## src/rtl/sat_serial_tx_if.sv

```systemverilog
// ---------------------------------------------------------------------------
// sat_serial_tx_if
//   Sample-side valid/ready handshake of the saturating serial transmitter.
//   Parameters DW/DWA must match the attached sat_serial_tx instance.
//
//   in_valid  source -> tx   sample present
//   in_ready  tx -> source   transmitter accepts the sample this cycle
//   in_data   source -> tx   signed [DW+DWA:0] wide sample
//
//   master : the sample source
//   slave  : the transmitter
// ---------------------------------------------------------------------------
interface sat_serial_tx_if #(
    parameter int DW  = 10,
    parameter int DWA = 11
);
    logic                   in_valid;
    logic                   in_ready;
    logic signed [DW+DWA:0] in_data;

    modport master (output in_valid, output in_data, input in_ready);
    modport slave  (input in_valid, input in_data, output in_ready);
endinterface

```

## src/rtl/sat_serial_tx.sv

```systemverilog
// ---------------------------------------------------------------------------
// sat_serial_tx
//   Accepts wide signed samples, saturates each one to a (DW+1)-bit signed
//   word and transmits it MSB-first on a one-bit line, the first bit marked
//   by ser_sync. GAP idle cycles separate frames; with GAP == 0 a new sample
//   may be taken on the last bit cycle so frames run back-to-back.
//
//   clk        rising-edge clock
//   rst        synchronous, active-high reset
//   in_if      sample handshake (slave side): in_valid, in_ready, in_data
//   ser_valid  ser_data carries a frame bit
//   ser_sync   high with the MSB of each frame
//   ser_data   serial bit, MSB first, 0 when ser_valid is low
//   sat_flag   registered; high for the whole frame when the word was clamped
//   busy       frame in progress or gap counting
// ---------------------------------------------------------------------------
module sat_serial_tx #(
    parameter int DW  = 10,
    parameter int DWA = 11,
    parameter int GAP = 1
) (
    input  logic            clk,
    input  logic            rst,
    sat_serial_tx_if.slave  in_if,
    output logic            ser_valid,
    output logic            ser_sync,
    output logic            ser_data,
    output logic            sat_flag,
    output logic            busy
);
    localparam int IW = DW + DWA + 1;
    localparam int CW = $clog2(DW + 1);
    localparam int GW = (GAP > 1) ? $clog2(GAP) : 1;

    localparam logic [CW-1:0] CNT_TOP = CW'(DW);
    localparam logic [GW-1:0] GAP_TOP = GW'((GAP > 0) ? GAP - 1 : 0);

    // Saturation bounds, sign-extended to the full input width
    localparam logic signed [IW-1:0] MAXV = {{(DWA + 1){1'b0}}, {DW{1'b1}}};
    localparam logic signed [IW-1:0] MINV = {{(DWA + 1){1'b1}}, {DW{1'b0}}};

    typedef enum logic [1:0] {
        ST_IDLE  = 2'd0,
        ST_SHIFT = 2'd1,
        ST_GAP   = 2'd2
    } state_t;

    state_t        state, state_n;
    logic [CW-1:0] cnt, cnt_n;
    logic [GW-1:0] gcnt, gcnt_n;
    logic [DW:0]   sreg, sreg_n;
    logic          sat_q, sat_n;
    logic          ready;

    logic          clamp_hi, clamp_lo;
    logic [DW:0]   sat_word;

    always_comb begin
        clamp_hi = $signed(in_if.in_data) > $signed(MAXV);
        clamp_lo = $signed(in_if.in_data) < $signed(MINV);
        if (clamp_hi) begin
            sat_word = {1'b0, {DW{1'b1}}};
        end else if (clamp_lo) begin
            sat_word = {1'b1, {DW{1'b0}}};
        end else begin
            sat_word = in_if.in_data[DW:0];
        end
    end

    always_comb begin
        state_n   = state;
        cnt_n     = cnt;
        gcnt_n    = gcnt;
        sreg_n    = sreg;
        sat_n     = sat_q;
        ready     = 1'b0;
        ser_valid = 1'b0;
        ser_sync  = 1'b0;
        ser_data  = 1'b0;
        case (state)
            ST_IDLE: begin
                ready = 1'b1;
                if (in_if.in_valid) begin
                    state_n = ST_SHIFT;
                    cnt_n   = CNT_TOP;
                    sreg_n  = sat_word;
                    sat_n   = clamp_hi | clamp_lo;
                end
            end
            ST_SHIFT: begin
                ser_valid = 1'b1;
                ser_data  = sreg[DW];
                ser_sync  = (cnt == CNT_TOP);
                sreg_n    = {sreg[DW-1:0], 1'b0};
                if (cnt == '0) begin
                    if (GAP > 0) begin
                        state_n = ST_GAP;
                        gcnt_n  = GAP_TOP;
                    end else begin
                        // Last bit with no gap: a new sample may be taken now
                        ready = 1'b1;
                        if (in_if.in_valid) begin
                            cnt_n  = CNT_TOP;
                            sreg_n = sat_word;
                            sat_n  = clamp_hi | clamp_lo;
                        end else begin
                            state_n = ST_IDLE;
                        end
                    end
                end else begin
                    cnt_n = cnt - 1'b1;
                end
            end
            ST_GAP: begin
                if (gcnt == '0) begin
                    state_n = ST_IDLE;
                end else begin
                    gcnt_n = gcnt - 1'b1;
                end
            end
            default: state_n = ST_IDLE;
        endcase
    end

    always_ff @(posedge clk) begin
        if (rst) begin
            state <= ST_IDLE;
            cnt   <= '0;
            gcnt  <= '0;
            sreg  <= '0;
            sat_q <= 1'b0;
        end else begin
            state <= state_n;
            cnt   <= cnt_n;
            gcnt  <= gcnt_n;
            sreg  <= sreg_n;
            sat_q <= sat_n;
        end
    end

    assign in_if.in_ready = ready;
    assign sat_flag       = sat_q;
    assign busy           = (state != ST_IDLE);

endmodule

```

## src/flat_wrapper.sv

```systemverilog
// flat-port wrapper written by rule: the top's interface ports become plain ports
module sat_serial_tx_flat 
#(
    parameter int DW  = 10,
    parameter int DWA = 11,
    parameter int GAP = 1
)
  (clk, rst, ser_valid, ser_sync, ser_data, sat_flag, busy, in_if_in_valid, in_if_in_data, in_if_in_ready);
  sat_serial_tx_if #(.DW(DW), .DWA(DWA)) in_if_i ();
  input  logic clk;
  input  logic rst;
  output logic ser_valid;
  output logic ser_sync;
  output logic ser_data;
  output logic sat_flag;
  output logic busy;
  input wire logic [$bits(in_if_i.in_valid)-1:0] in_if_in_valid;
  input wire logic [$bits(in_if_i.in_data)-1:0] in_if_in_data;
  output wire logic [$bits(in_if_i.in_ready)-1:0] in_if_in_ready;
  assign in_if_i.in_valid = in_if_in_valid;
  assign in_if_i.in_data = in_if_in_data;
  assign in_if_in_ready = in_if_i.in_ready;
  sat_serial_tx #(.DW(DW), .DWA(DWA), .GAP(GAP)) u_core (.clk(clk), .rst(rst), .in_if(in_if_i), .ser_valid(ser_valid), .ser_sync(ser_sync), .ser_data(ser_data), .sat_flag(sat_flag), .busy(busy));
endmodule
```

## config.mk

```make
export PLATFORM = sky130hd
export DESIGN_NAME = sat_serial_tx_flat
export DESIGN_NICKNAME = d
export VERILOG_FILES = /design/src/rtl/sat_serial_tx_if.sv /design/src/rtl/sat_serial_tx.sv /design/src/flat_wrapper.sv
export SDC_FILE = /design/constraint.sdc
export NUM_CORES = 1
export LEC_CHECK = 0
export BUFFER_PORTS_ARGS = -buffer_cell sky130_fd_sc_hd__buf_2
export CAP_MARGIN = 20
export CORE_MARGIN = 2
export CORE_UTILIZATION = 40
export CTS_CLUSTER_DIAMETER = 80
export CTS_CLUSTER_SIZE = 24
export DETAILED_ROUTE_END_ITERATION = 12
export PLACE_DENSITY = 0.75
export REMOVE_ABC_BUFFERS = 1
export SLEW_MARGIN = 30
export SYNTH_ARGS = -nofsm -noshare
export SYNTH_HDL_FRONTEND = slang
export SYNTH_SLANG_ARGS = --single-unit
```

## constraint.sdc

```tcl
create_clock -name clk -period 1.7 [get_ports clk]
set_input_delay 0.085 -clock clk [delete_from_list [all_inputs] [get_ports clk]]
set_output_delay 0.085 -clock clk [all_outputs]
set_load 0.05 [all_outputs]
```

== After elaboration in Yosys (flattened, before gate mapping) ==
Index checks and enable logic that the tools add are counted.

* $lt $le $gt $ge: 2
* Bitwise operators: 1
* Reduce and logical (&&, ||, !) cells: 10
* Mux-type cells: 18
* Eq/ne operators: 7
* $add $sub $neg: 2

{| class="wikitable"
|+ Operators with widths
! cell !! number
|-
| $mux 11 || 3
|-
| $gt 22x11->1 const B || 1
|-
| $lt 22x11->1 const B || 1
|-
| $pmux 11 s2 || 1
|-
| $mux 4 || 2
|-
| $pmux 4 s2 || 1
|-
| $mux 1 || 6
|-
| $mux 2 || 3
|-
| $ne 2x2->1 const B || 3
|-
| $pmux 2 s3 || 1
|-
| $reduce_and 2->1 || 3
|-
| $reduce_and 3->1 || 2
|-
| $reduce_bool 2->1 || 3
|-
| $eq 4x4->1 const B || 1
|-
| $logic_not 4->1 || 1
|-
| $sub 4x1->4 const B || 1
|-
| $eq 2x1->1 const B || 1
|-
| $eq 2x2->1 const B || 1
|-
| $logic_not 2->1 || 1
|-
| $ne 2x1->1 const B || 1
|-
| $pmux 1 s2 || 1
|-
| $or 1x1->1 || 1
|-
| $sub 1x1->1 const B || 1
|}

* Output and inout port bits: 6
* Bits of input ports: 25
* Word-level logic and storage cells: 45
* Register bits after elaboration: 19

== Longest topological paths before layout ==
* Depth after elaboration: 5
* Mapped depth: 6
* Gate-level depth less buffers: 6

== Worst setup path after synthesis ==
No wires, ideal clock.

* Path kind: register to output
* Start: register u_core.state[1]
* End: output ser_sync
* Slack: -193 ps
* Stages on the path, launching flop included: 4
* Path buffers: 1
* Data arrival time: 1808 ps
* Data required time: 1615 ps
* Cells stage by stage: dfxtp_1 nand2b_2 clkbuf_1 nor3_1

* Word-level cells in the longest chain between the ends: 2

{| class="wikitable"
|+ RTL lines
! item !! RTL line !! text
|-
| start: declaration || sat_serial_tx.sv:48 || <nowiki>state_t state, state_n;</nowiki>
|-
| start signal: assignment || sat_serial_tx.sv:133 || <nowiki>state <= state_n;</nowiki>
|-
| $eq 2x1->1 || sat_serial_tx.sv:80 || <nowiki>case (state)</nowiki>
|-
| $mux 1 || sat_serial_tx.sv:80 ||
|-
| end: declaration || flat_wrapper.sv:13 || <nowiki>output logic ser_sync;</nowiki>
|}

Every way passes these cells.

== Worst setup path after layout ==
* Start: register u_core.state[1]
* End: output ser_data

* Word-level cells in the longest chain between the ends: 2

{| class="wikitable"
|+ RTL lines
! item !! RTL line !! text
|-
| $eq 2x1->1 || sat_serial_tx.sv:80 ||
|-
| $mux 1 || sat_serial_tx.sv:80 ||
|-
| end: declaration || flat_wrapper.sv:14 || <nowiki>output logic ser_data;</nowiki>
|}

Every way passes these cells.

==> flow_summary.json <==
{
  "rsz0062_at_grt": "false",
  "post_synth_main_area_contributors": "sky130_fd_sc_hd__dfxtp_1, sky130_fd_sc_hd__o221ai_1, sky130_fd_sc_hd__a21oi_1, sky130_fd_sc_hd__a22oi_1, sky130_fd_sc_hd__ha_1",
  "cts.hold.buffers_added": 0,
  "finish.utilization_pct": 53.1,
  "final_design_area_no_fill_mm2": 0.00116,
  "power_density_mw_per_mm2": 953,
  "die_area_mm2": 0.00271,
  "finalSetupTns_ns": 0,
  "global_route_wire_length_before_repair_um": 3510,
  "postCtsSetupRepairBufs": 0,
  "post-place-ws_ns": 0.130,
  "cts_resized": 0,
  "worst_hold_startpoint": "in_if_in_data[2]",
  "total_of_warnings_raised_by_yosys": 0,
  "detail_route.vias_per_cell": 5.51,
  "min-delay-path-class": "in2reg",
  "drt.antenna.violating_nets": 0,
  "portBuffers": 30,
  "number_of_cells_in_the_finished_layout_apart_from_fillers": 167,
  "synth_top_cell_by_area": "sky130_fd_sc_hd__dfxtp_1",
  "worst_path_largest_cell_delay_ns": 0.39,
  "gr-usage-all-layers_pct": 17.2,
  "end_kind": "output pin",
  "worst_setup_path_start_kind": "flop",
  "slew_headroom_pct": 66.4,
  "fraction_of_layout_instances_using_a_drive_strength_above_1_pct": 32.4,
  "clkSinkCount": 18,
  "critPathKind": "reg2out",
  "routed_wl_um": 2070,
  "placed_area_mm2": 0.00112,
  "worst_skew_pair.late_latency_ns": 0.29,
  "worst_ir_drop_vdd_mv": 0.432,
  "crit_required_ns": 1.62,
  "final_max_slew_viol_count": 0,
  "ff_latch_count_synth": 18,
  "post-layout-total-power_mw": 1.11,
  "synthesis.instances": 105,
  "post-synth-top-area-fraction_pct": 39.0,
  "finalHoldViolations": 0,
  "drc_errors": 0,
  "ff2ff_setup_slack_ns": 0.18,
  "place_hpwl_um": 1580,
  "worst_r2r_endpoint": "u_core.cnt[1]",
  "max_clock_freq_ghz": 0.640,
  "outcome": "complete, no violations",
  "drt_pre_antenna_iters": 4,
  "r2r_cells": 6,
  "tritoncts": "yes",
  "grt_antenna_before_repair": 0,
  "worst_hold_path.num_cells": 3,
  "first_global_vias": 816,
  "design.final.nets": 168,
  "area_overhead_vs_synth_pct": 25.7,
  "clkTransAtPathRegs_ns": 0.10,
  "cts_max_path_buffers": 2,
  "worst_hold_slack_ns": 0.0791,
  "chip_height_um": 52.1,
  "final.setup.worst_slack_ns": 0.138,
  "floorplan.io_pins": 31,
  "via_count": 921,
  "yosys.cell_types.count": 32,
  "max-cap-violations": 0,
  "setup_viol": 0,
  "clock-root-buffer": "sky130_fd_sc_hd__clkbuf_4",
  "total_leakage_power_nw": 0.483,
  "core_area_mm2": 0.00219,
  "timing_worst_slew_pin_value_ns": 0.504,
  "timing.critical_path.cells": "nand2b_2 > clkinv_1 > and2_1 > buf_2",
  "critical-path-slowest-cell": "sky130_fd_sc_hd__dfxtp_1",
  "cell_area_after_technology_mapping_um2": 925,
  "cts_made_buffers": 3,
  "worst-path-max-fanout": 9,
  "post-route-period-util_pct": 91.9,
  "antenna_cells_inserted": 0,
  "initial_utilization_pct": 42.2,
  "critPathArrivalTime_ns": 1.48,
  "die-width_um": 52.1,
  "placedCellCount": 163,
  "skew_ns": 0.00146,
  "drt_wl_cell_um": 12.4,
  "globalRouteOverflowTotal": 0,
  "drt_iter0_drc": 13,
  "htreeDepth": 1,
  "r2r-start": "u_core.cnt[0]",
  "largest_net_degree_at_the_start_of_global_routing": 13,
  "mean_instance_size_in_the_synthesized_netlist_um2": 8.81,
  "finalWorstPathRequiredPeriod_ns": 1.56,
  "synth-seq-area-share_pct": 39.0,
  "globalplace.congestion": 0.727,
  "row_count": 17,
  "whs_endpoint": "u_core.sreg[2]"
}
-- cells by family after synthesis --
logic type / Yosys count / share of synthesized area [%]
AOI/OAI and AO/OA: 40 / 32.1
adders and majority gates: 3 / 4.06
and+or+nand+nor: 33 / 19.1
DFF: 18 / 39.0
xor gates and xnor gates: 2 / 1.89
buffers and inverters: 9 / 3.92
-- routing by layer --
layer	part of all wire, %	track usage [%]
met5	0	0
met4	2.0	7.89
met3	4.0	2.01
met2	46	27.2
met1	47	23.1
-- power breakdown --
| part | total, mW | internal [mW] | switching [mW] |
|---|---|---|---|
| logic | 0.331 | 0.132 | 0.199 |
| registers | 0.513 | 0.472 | 0.0401 |
| clock network | 0.265 | 0.131 | 0.134 |
| total | 1.11 | 0.735 | 0.374 |
-- cell usage in the layout, fill, tap and decap left out, drive strengths merged, types with 3 or more instances in the layout --
master  count
nor4        3
a21oi      15
nor3        4
o221ai      9
nand3       4
nor2        6
buf        34
dfxtp      18
nand2       8
inv         3
clkbuf      4
a22oi       8
ha          3
-- cell usage after synthesis --
| cell type | instances |
|---|---|
| sky130_fd_sc_hd__nor2_1 | 6 |
| sky130_fd_sc_hd__clkbuf_1 | 1 |
| sky130_fd_sc_hd__o21ai_0 | 2 |
| sky130_fd_sc_hd__nand2b_1 | 1 |
| sky130_fd_sc_hd__o31ai_4 | 1 |
| sky130_fd_sc_hd__nor4_1 | 3 |
| sky130_fd_sc_hd__buf_2 | 2 |
| sky130_fd_sc_hd__a311oi_1 | 1 |
| sky130_fd_sc_hd__and2_1 | 1 |
| sky130_fd_sc_hd__nand2_1 | 8 |
| sky130_fd_sc_hd__nand4_2 | 1 |
| sky130_fd_sc_hd__a22oi_1 | 8 |
| sky130_fd_sc_hd__a21oi_1 | 14 |
| sky130_fd_sc_hd__a31oi_1 | 1 |
| sky130_fd_sc_hd__inv_1 | 3 |
| sky130_fd_sc_hd__o31a_1 | 1 |
| sky130_fd_sc_hd__nand2b_2 | 1 |
| sky130_fd_sc_hd__or3b_4 | 1 |
| sky130_fd_sc_hd__nand3_1 | 4 |
| sky130_fd_sc_hd__a21o_1 | 1 |
| sky130_fd_sc_hd__xor2_1 | 2 |
| sky130_fd_sc_hd__o221ai_1 | 9 |
| sky130_fd_sc_hd__o32ai_2 | 1 |
| sky130_fd_sc_hd__nor3b_1 | 1 |
| sky130_fd_sc_hd__dfxtp_1 | 18 |
| sky130_fd_sc_hd__or2_0 | 1 |
| sky130_fd_sc_hd__ha_1 | 3 |
| sky130_fd_sc_hd__clkinv_1 | 2 |
| sky130_fd_sc_hd__buf_1 | 1 |
| sky130_fd_sc_hd__nand4_1 | 1 |
| sky130_fd_sc_hd__a21oi_2 | 1 |
| sky130_fd_sc_hd__nor3_1 | 4 |
-- how the worst max path moves through the flow --
stage	start	end	slack [ns]	cells past startpoint
floorplan	u_core.state[1]	ser_sync	-0.08	2
global placement	u_core.cnt[0]	u_core.cnt[1]	0.19	6
detailed placement	u_core.cnt[0]	u_core.cnt[1]	0.13	6
CTS	u_core.cnt[0]	u_core.cnt[1]	0.10	6
global route	u_core.state[1]	ser_data	0.05	4
finish	u_core.state[1]	ser_data	0.14	4
-- flip-flops by register name, summed over array words and instances, names as in the netlist --
name             cells
u_core.sreg         11
u_core.cnt           4
u_core.state         2
u_core.sat_flag      1
-- critical path: cells and delay by family (launching register included) --
family                 cells  cell delay [ns]
flip-flops                 1             0.39
AND/OR/NAND/NOR            2             0.38
buffers and inverters      2             0.41
-- layout make-up --
cell class                 instances  area, µm²
clock buffer                       4       36.3
fill                             214       1030
inverter                           5       18.8
multi-input combinational         78        532
sequential                        18        360
tap                               28       35.0
timing repair buffer              34        180
Power figures use the tool's default switching activity.
